$ cat src/rtl/uart_pkg.sv
// uart_pkg: shared UART timing constants and tx pacing FSM encoding
package uart_pkg;
  localparam int CLKS_PER_BIT = 434;
  localparam int FRAME_BITS = 11;
  localparam int GAP_CYCLES = CLKS_PER_BIT * FRAME_BITS;
  typedef enum logic {IDLE, GAP} tx_state_e;
endpackage

$ cat src/rtl/uart_tx_queue_if.sv
// uart_tx_queue_if: byte ingress and paced transmitter egress of the relay queue
interface uart_tx_queue_if #(parameter int DEPTH = 16);
  logic                   in_valid;
  logic [7:0]             in_data;
  logic                   flush;
  logic                   clear_ovf;
  logic                   tx_en;
  logic [7:0]             tx_data;
  logic [$clog2(DEPTH):0] count;
  logic                   full;
  logic                   empty;
  logic                   overflow;
  modport master (output in_valid, in_data, flush, clear_ovf,
                  input  tx_en, tx_data, count, full, empty, overflow);
  modport slave  (input  in_valid, in_data, flush, clear_ovf,
                  output tx_en, tx_data, count, full, empty, overflow);
endinterface

$ cat src/rtl/byte_fifo.sv
// byte_fifo: power-of-two byte FIFO with push/pop/flush and occupancy count
module byte_fifo #(
  parameter int DEPTH = 16
) (
  input  logic                   clk,
  input  logic                   rst_n,
  input  logic                   push,
  input  logic                   pop,
  input  logic                   flush,
  input  logic [7:0]             wr_data,
  output logic [7:0]             rd_data,
  output logic [$clog2(DEPTH):0] count,
  output logic                   full,
  output logic                   empty
);
  localparam int AW = $clog2(DEPTH);
  localparam int CW = AW + 1;
  logic [7:0]    mem_q [DEPTH];
  logic [AW-1:0] wptr_q, wptr_d, rptr_q, rptr_d;
  logic [CW-1:0] count_q, count_d;
  always_comb begin
    wptr_d  = flush ? '0 : push ? wptr_q + AW'(1) : wptr_q;
    rptr_d  = flush ? '0 : pop ? rptr_q + AW'(1) : rptr_q;
    count_d = flush ? '0 :
              (push && !pop) ? count_q + CW'(1) :
              (pop && !push) ? count_q - CW'(1) : count_q;
  end
  always_ff @(posedge clk or negedge rst_n) begin
    if (!rst_n) begin
      wptr_q  <= '0;
      rptr_q  <= '0;
      count_q <= '0;
    end else begin
      wptr_q  <= wptr_d;
      rptr_q  <= rptr_d;
      count_q <= count_d;
    end
  end
  // storage needs no reset: only entries below count are ever read
  always_ff @(posedge clk) begin
    if (push) mem_q[wptr_q] <= wr_data;
  end
  assign rd_data = mem_q[rptr_q];
  assign count   = count_q;
  assign full    = count_q == CW'(DEPTH);
  assign empty   = count_q == '0;
endmodule

$ cat src/rtl/uart_tx_queue.sv
// uart_tx_queue: buffers received bytes and replays them as tx_en pulses
// spaced at least GAP_CYCLES apart so no transmitter frame is cut short
module uart_tx_queue #(
  parameter int DEPTH      = 16,
  parameter int GAP_CYCLES = uart_pkg::GAP_CYCLES
) (
  input logic          clk,
  input logic          rst_n,
  uart_tx_queue_if.slave q
);
  import uart_pkg::*;
  localparam int GW = $clog2(GAP_CYCLES);
  tx_state_e   state_q, state_d;
  logic [GW-1:0] cnt_q, cnt_d;
  logic        tx_en_q, tx_en_d;
  logic [7:0]  tx_data_q, tx_data_d;
  logic        ovf_q, ovf_d;
  logic        pop, push, fifo_full, fifo_empty;
  logic [7:0]  rd_data;
  byte_fifo #(.DEPTH(DEPTH)) u_fifo (
    .clk    (clk),
    .rst_n  (rst_n),
    .push   (push),
    .pop    (pop),
    .flush  (q.flush),
    .wr_data(q.in_data),
    .rd_data(rd_data),
    .count  (q.count),
    .full   (fifo_full),
    .empty  (fifo_empty)
  );
  // flush blocks both ends of the queue but leaves a running gap alone
  always_comb begin
    pop       = state_q == IDLE && !fifo_empty && !q.flush;
    push      = q.in_valid && !q.flush && (!fifo_full || pop);
    state_d   = state_q == IDLE ? (pop ? GAP : IDLE) : (cnt_q == GW'(1) ? IDLE : GAP);
    cnt_d     = pop ? GW'(GAP_CYCLES - 1) : state_q == GAP ? cnt_q - GW'(1) : cnt_q;
    tx_en_d   = pop;
    tx_data_d = pop ? rd_data : tx_data_q;
    ovf_d     = (q.in_valid && !q.flush && fifo_full && !pop) ? 1'b1 :
                q.clear_ovf ? 1'b0 : ovf_q;
  end
  always_ff @(posedge clk or negedge rst_n) begin
    if (!rst_n) begin
      state_q   <= IDLE;
      cnt_q     <= '0;
      tx_en_q   <= 1'b0;
      tx_data_q <= 8'h00;
      ovf_q     <= 1'b0;
    end else begin
      state_q   <= state_d;
      cnt_q     <= cnt_d;
      tx_en_q   <= tx_en_d;
      tx_data_q <= tx_data_d;
      ovf_q     <= ovf_d;
    end
  end
  assign q.tx_en    = tx_en_q;
  assign q.tx_data  = tx_data_q;
  assign q.full     = fifo_full;
  assign q.empty    = fifo_empty;
  assign q.overflow = ovf_q;
endmodule
$ cat src/flat_wrapper.sv
// flat-port wrapper written by rule: the top's interface ports become plain ports
module uart_tx_queue_flat import uart_pkg::*;
#(
  parameter int DEPTH      = 16,
  parameter int GAP_CYCLES = uart_pkg::GAP_CYCLES
)
  (clk, rst_n, q_in_valid, q_in_data, q_flush, q_clear_ovf, q_tx_en, q_tx_data, q_count, q_full, q_empty, q_overflow);
  uart_tx_queue_if #(.DEPTH(DEPTH)) q_i ();
  input logic clk;
  input logic rst_n;
  input wire logic [$bits(q_i.in_valid)-1:0] q_in_valid;
  input wire logic [$bits(q_i.in_data)-1:0] q_in_data;
  input wire logic [$bits(q_i.flush)-1:0] q_flush;
  input wire logic [$bits(q_i.clear_ovf)-1:0] q_clear_ovf;
  output wire logic [$bits(q_i.tx_en)-1:0] q_tx_en;
  output wire logic [$bits(q_i.tx_data)-1:0] q_tx_data;
  output wire logic [$bits(q_i.count)-1:0] q_count;
  output wire logic [$bits(q_i.full)-1:0] q_full;
  output wire logic [$bits(q_i.empty)-1:0] q_empty;
  output wire logic [$bits(q_i.overflow)-1:0] q_overflow;
  assign q_i.in_valid = q_in_valid;
  assign q_i.in_data = q_in_data;
  assign q_i.flush = q_flush;
  assign q_i.clear_ovf = q_clear_ovf;
  assign q_tx_en = q_i.tx_en;
  assign q_tx_data = q_i.tx_data;
  assign q_count = q_i.count;
  assign q_full = q_i.full;
  assign q_empty = q_i.empty;
  assign q_overflow = q_i.overflow;
  uart_tx_queue #(.DEPTH(DEPTH), .GAP_CYCLES(GAP_CYCLES)) u_core (.clk(clk), .rst_n(rst_n), .q(q_i));
endmodule
$ cat config.mk
export PLATFORM = sky130hd
export DESIGN_NAME = uart_tx_queue_flat
export DESIGN_NICKNAME = d
export VERILOG_FILES = /design/src/rtl/uart_pkg.sv /design/src/rtl/uart_tx_queue_if.sv /design/src/rtl/byte_fifo.sv /design/src/rtl/uart_tx_queue.sv /design/src/flat_wrapper.sv
export SDC_FILE = /design/constraint.sdc
export NUM_CORES = 1
export LEC_CHECK = 0
export CAP_MARGIN = 15
export CORE_ASPECT_RATIO = 0.7
export CORE_MARGIN = 1.5
export CORE_UTILIZATION = 45
export DETAILED_ROUTE_END_ITERATION = 10
export PLACE_DENSITY_LB_ADDON = 0.2
export SYNTH_ARGS = -nofsm -noshare
export SYNTH_HDL_FRONTEND = slang
export SYNTH_SLANG_ARGS = --single-unit
$ cat constraint.sdc
create_clock -name clk -period 2.4 [get_ports clk]
set_input_delay 0.6 -clock clk [delete_from_list [all_inputs] [get_ports clk]]
set_output_delay 0.6 -clock clk [all_outputs]
set_load 0.1 [all_outputs]
==> impl_metrics.toml, run 1 <==
[status]
status = "finished with violations"
violations = "negative setup slack"

[synth]
synth_ff_type = "edfxtp_1"
synth_most_common_cell = "edfxtp_1"
ys_seq_area_frac = 0.692
ys_top_cells_by_area = "edfxtp_1 56%, dfrtp_1 13%, mux4_2 10%"
synth_nets = 429
yosys.area.top_type = "edfxtp_1"
synth_cells = 404
synthTopCellsByCount = "128 x edfxtp_1, 37 x dfrtp_1, 32 x mux4_2, 27 x nor2_1, 22 x nand2_1"
postSynthAreaPerCell_sq_um = 17.1
yosys_warnings = 0
netlist_area_sq_um = 6890
synth_edf_count = 128
async_reset_ff_frac = 0.224
ys_ff_latch = 165
yosysTopAreaCellShare = 0.558
synth_cell_types = 43

[final_layout]
fin_nets = 503
syn_to_final_growth_pct = 24.3
drive_gt1_frac = 0.305
nFillCells = 1127
n_antenna_cell = 0
final_util = 0.578
finalInstanceArea_sq_um = 8560

[setup_path]
path_buf_inv = 2
crit_path_max_fanout = 4
crit_required_ns = 1.80
crit_slowest_cell = "or4_4"
cp-end-kind = "primary output"
critPathLaunchType = "flip-flop"
worst-path-stages = 4
worstPathArrival_ns = 1.88
worst-setup-path-type = "flip-flop to primary output"
critPathTopFamily = "simple AND/OR/NAND/NOR gates"
worstPathCellList = "or4_4, buf_8, nor2_4, buf_12"
r2r_cells = 8
slowest_delay_ns = 0.57

[grt]
grt_overflow = 0
antenna_found_initial = 0
grt_max_degree = 22
grt_pass1_vias = 3791
grt_first_pass_wirelength_um = 22100
grt_usage = 0.193

[job]
drv_cap = 0

[timing]
worst_slew_pin_slew_ns = 0.627
worst_slack_ns = -0.0830
finalSetupViolCount = 3
slew_headroom = 0.581
post-route-period-util = 1.03
grt_setup_unrepaired = "yes"
finClkSkew_ns = 0.00642
hold_violations = 0
slew_viol_final = 0
max_clock_freq_ghz = 0.403
fin_crit_ns = 2.48

[clock_tree]
cts_max_path_buffers = 2
cts_tree = "done"
clock-sinks = 165
clkLatencyLatePin_ns = 0.42
numCtsBuffers = 17
htree_levels = 4
clk_pin_slew_worst_paths_ns = 0.06
clockRootBuffer = "clkbuf_16"
hold_buffers = 0

[drt]
wl_per_cell_um = 20.3
drt-pass1-iter-count = 4
drc = 0
routed_wl_um = 13900
via_per_inst = 5.40
vias = 3702
initialDrtViolationCount = 269
ant_nets = 0

[floorplan]
initial_core_util = 0.465
dieWidth_um = 151
io_pins = 30
coreArea_sq_um = 14800
dieArea_sq_um = 16100
fp.dieH_um = 107
fp-row-count = 37

[placement]
post_dp_cell_area_sq_um = 7880
numPortBuffers = 29
place.gp.congestion = 0.751
dp_hpwl_um = 9100

[power]
total_power_uw = 7290
power.leakage_uw = 0.00294
power_density_nw_per_um2 = 852
ir_drop_uv = 632

[hold_path]
min_path_type = "input port to asynchronous set/reset pin"
## cell families (layout without fill, tap and decap cells)
family	after synthesis	count (layout)	synth area share
buf+inv	30	117	0.0205
simple gates	93	93	0.0677
flops	165	165	0.692
mux	55	55	0.139
xor+xnor	18	18	0.0229
compound gates	31	31	0.0347
fa+ha+maj	12	12	0.0229
## per-stage QoR
stage	TNS, ns	hold slack, ns	worst slack [ns]	instances
final	-0.177	0.166	-0.0830	686
after floorplan	-0.933	0.304	-0.231	404
after global placement	-4.18	0.484	-0.227	652
after CTS	-0.253	0.169	-0.111	686
after detailed placement	-5.86	0.494	-0.298	652
after global routing	-0.483	0.179	-0.143	686
## sequential cells by signal, indices dropped and copies added (netlist names)
| register | count |
|---|---|
| u_core.q.overflow | 1 |
| u_core.u_fifo.wptr_q | 4 |
| u_core.cnt_q | 13 |
| u_core.q.tx_data | 8 |
| u_core.u_fifo.rptr_q | 4 |
| u_core.u_fifo.mem_q | 128 |
| u_core.state_q | 1 |
| u_core.u_fifo.count | 5 |
| u_core.q.tx_en | 1 |
## report_power, final
group / total [uW] / internal, uW / switching (uW)
sequential: 3210 / 3170 / 48.3
combinational: 1280 / 486 / 794
clock: 2800 / 1740 / 1060
total: 7290 / 5390 / 1910
## worst reg2reg max path, stage by stage, from the launching register on
cell and delay (ns):
dfrtp_4 0.47, or4_4 0.57, o21ai_4 0.19, nand2_4 0.13, fa_2 0.40, nand3_2 0.10, nand2_2 0.07, mux2_2 0.27
a31oi_1 0.13
## final timing paths
check                           slack [ns]                      to                   start
worst max register to register       -0.01  u_core.u_fifo.count[4]  u_core.u_fifo.count[0]
max in group asynchronous             1.59     u_core.q.tx_data[7]                   rst_n
worst min register to register        0.51     u_core.q.tx_data[2]     u_core.q.tx_data[2]
min in group clk                      0.51     u_core.q.tx_data[2]     u_core.q.tx_data[2]
worst min-delay path                  0.17  u_core.u_fifo.count[2]                   rst_n
worst max-delay path                 -0.08                  q_full  u_core.u_fifo.count[0]
## layer usage
layer  vias to the layer above  wire (um)  GRT usage
met5                         -          0          0
met4                         0        112     0.0569
met3                         9        817     0.0481
met2                        71       6280      0.276
met1                      1899       6690      0.293
li1                       1723          -          -
## repair_timing
action,CTS,global route
pin swaps,1,4
endpoints found under the setup margin,5,7
resized for setup,5,7
buffers inserted,2,0
## cell type report
class,instances,area (sq um),share of cell area
sequential,165,4780,0.558
clock inverter,13,180,0.0210
clock buffer,19,433,0.0505
timing repair buffer,72,761,0.0888
multi-input combinational,209,2120,0.247
tap,195,244,0.0285
inverter,13,48.8,0.00570
## cells in the final DEF (no fill, tap or decap), types with 4 or more instances in the layout
cell / n
mux2i_1: 18
buf_12: 15
a21oi_1: 4
inv_1: 12
nor2_1: 25
clkbuf_16: 17
and2_1: 13
xor2_1: 8
clkdlybuf4s50_1: 11
ha_4: 4
dfrtp_1: 31
nand2_1: 20
ha_1: 7
bufinv_16: 4
xnor2_1: 10
dfrtp_2: 4
mux4_2: 32
o221ai_1: 8
nor4_1: 5
nand3_1: 7
buf_4: 44
edfxtp_1: 128
No activity file was read; power rests on OpenSTA's default activity.
==> inputs of run 2 (changes only) <==
CTS_CLUSTER_DIAMETER = 120   (was default)
==> results of run 2 <==
Final layout, timing and power as in run 1 (identical DEF).
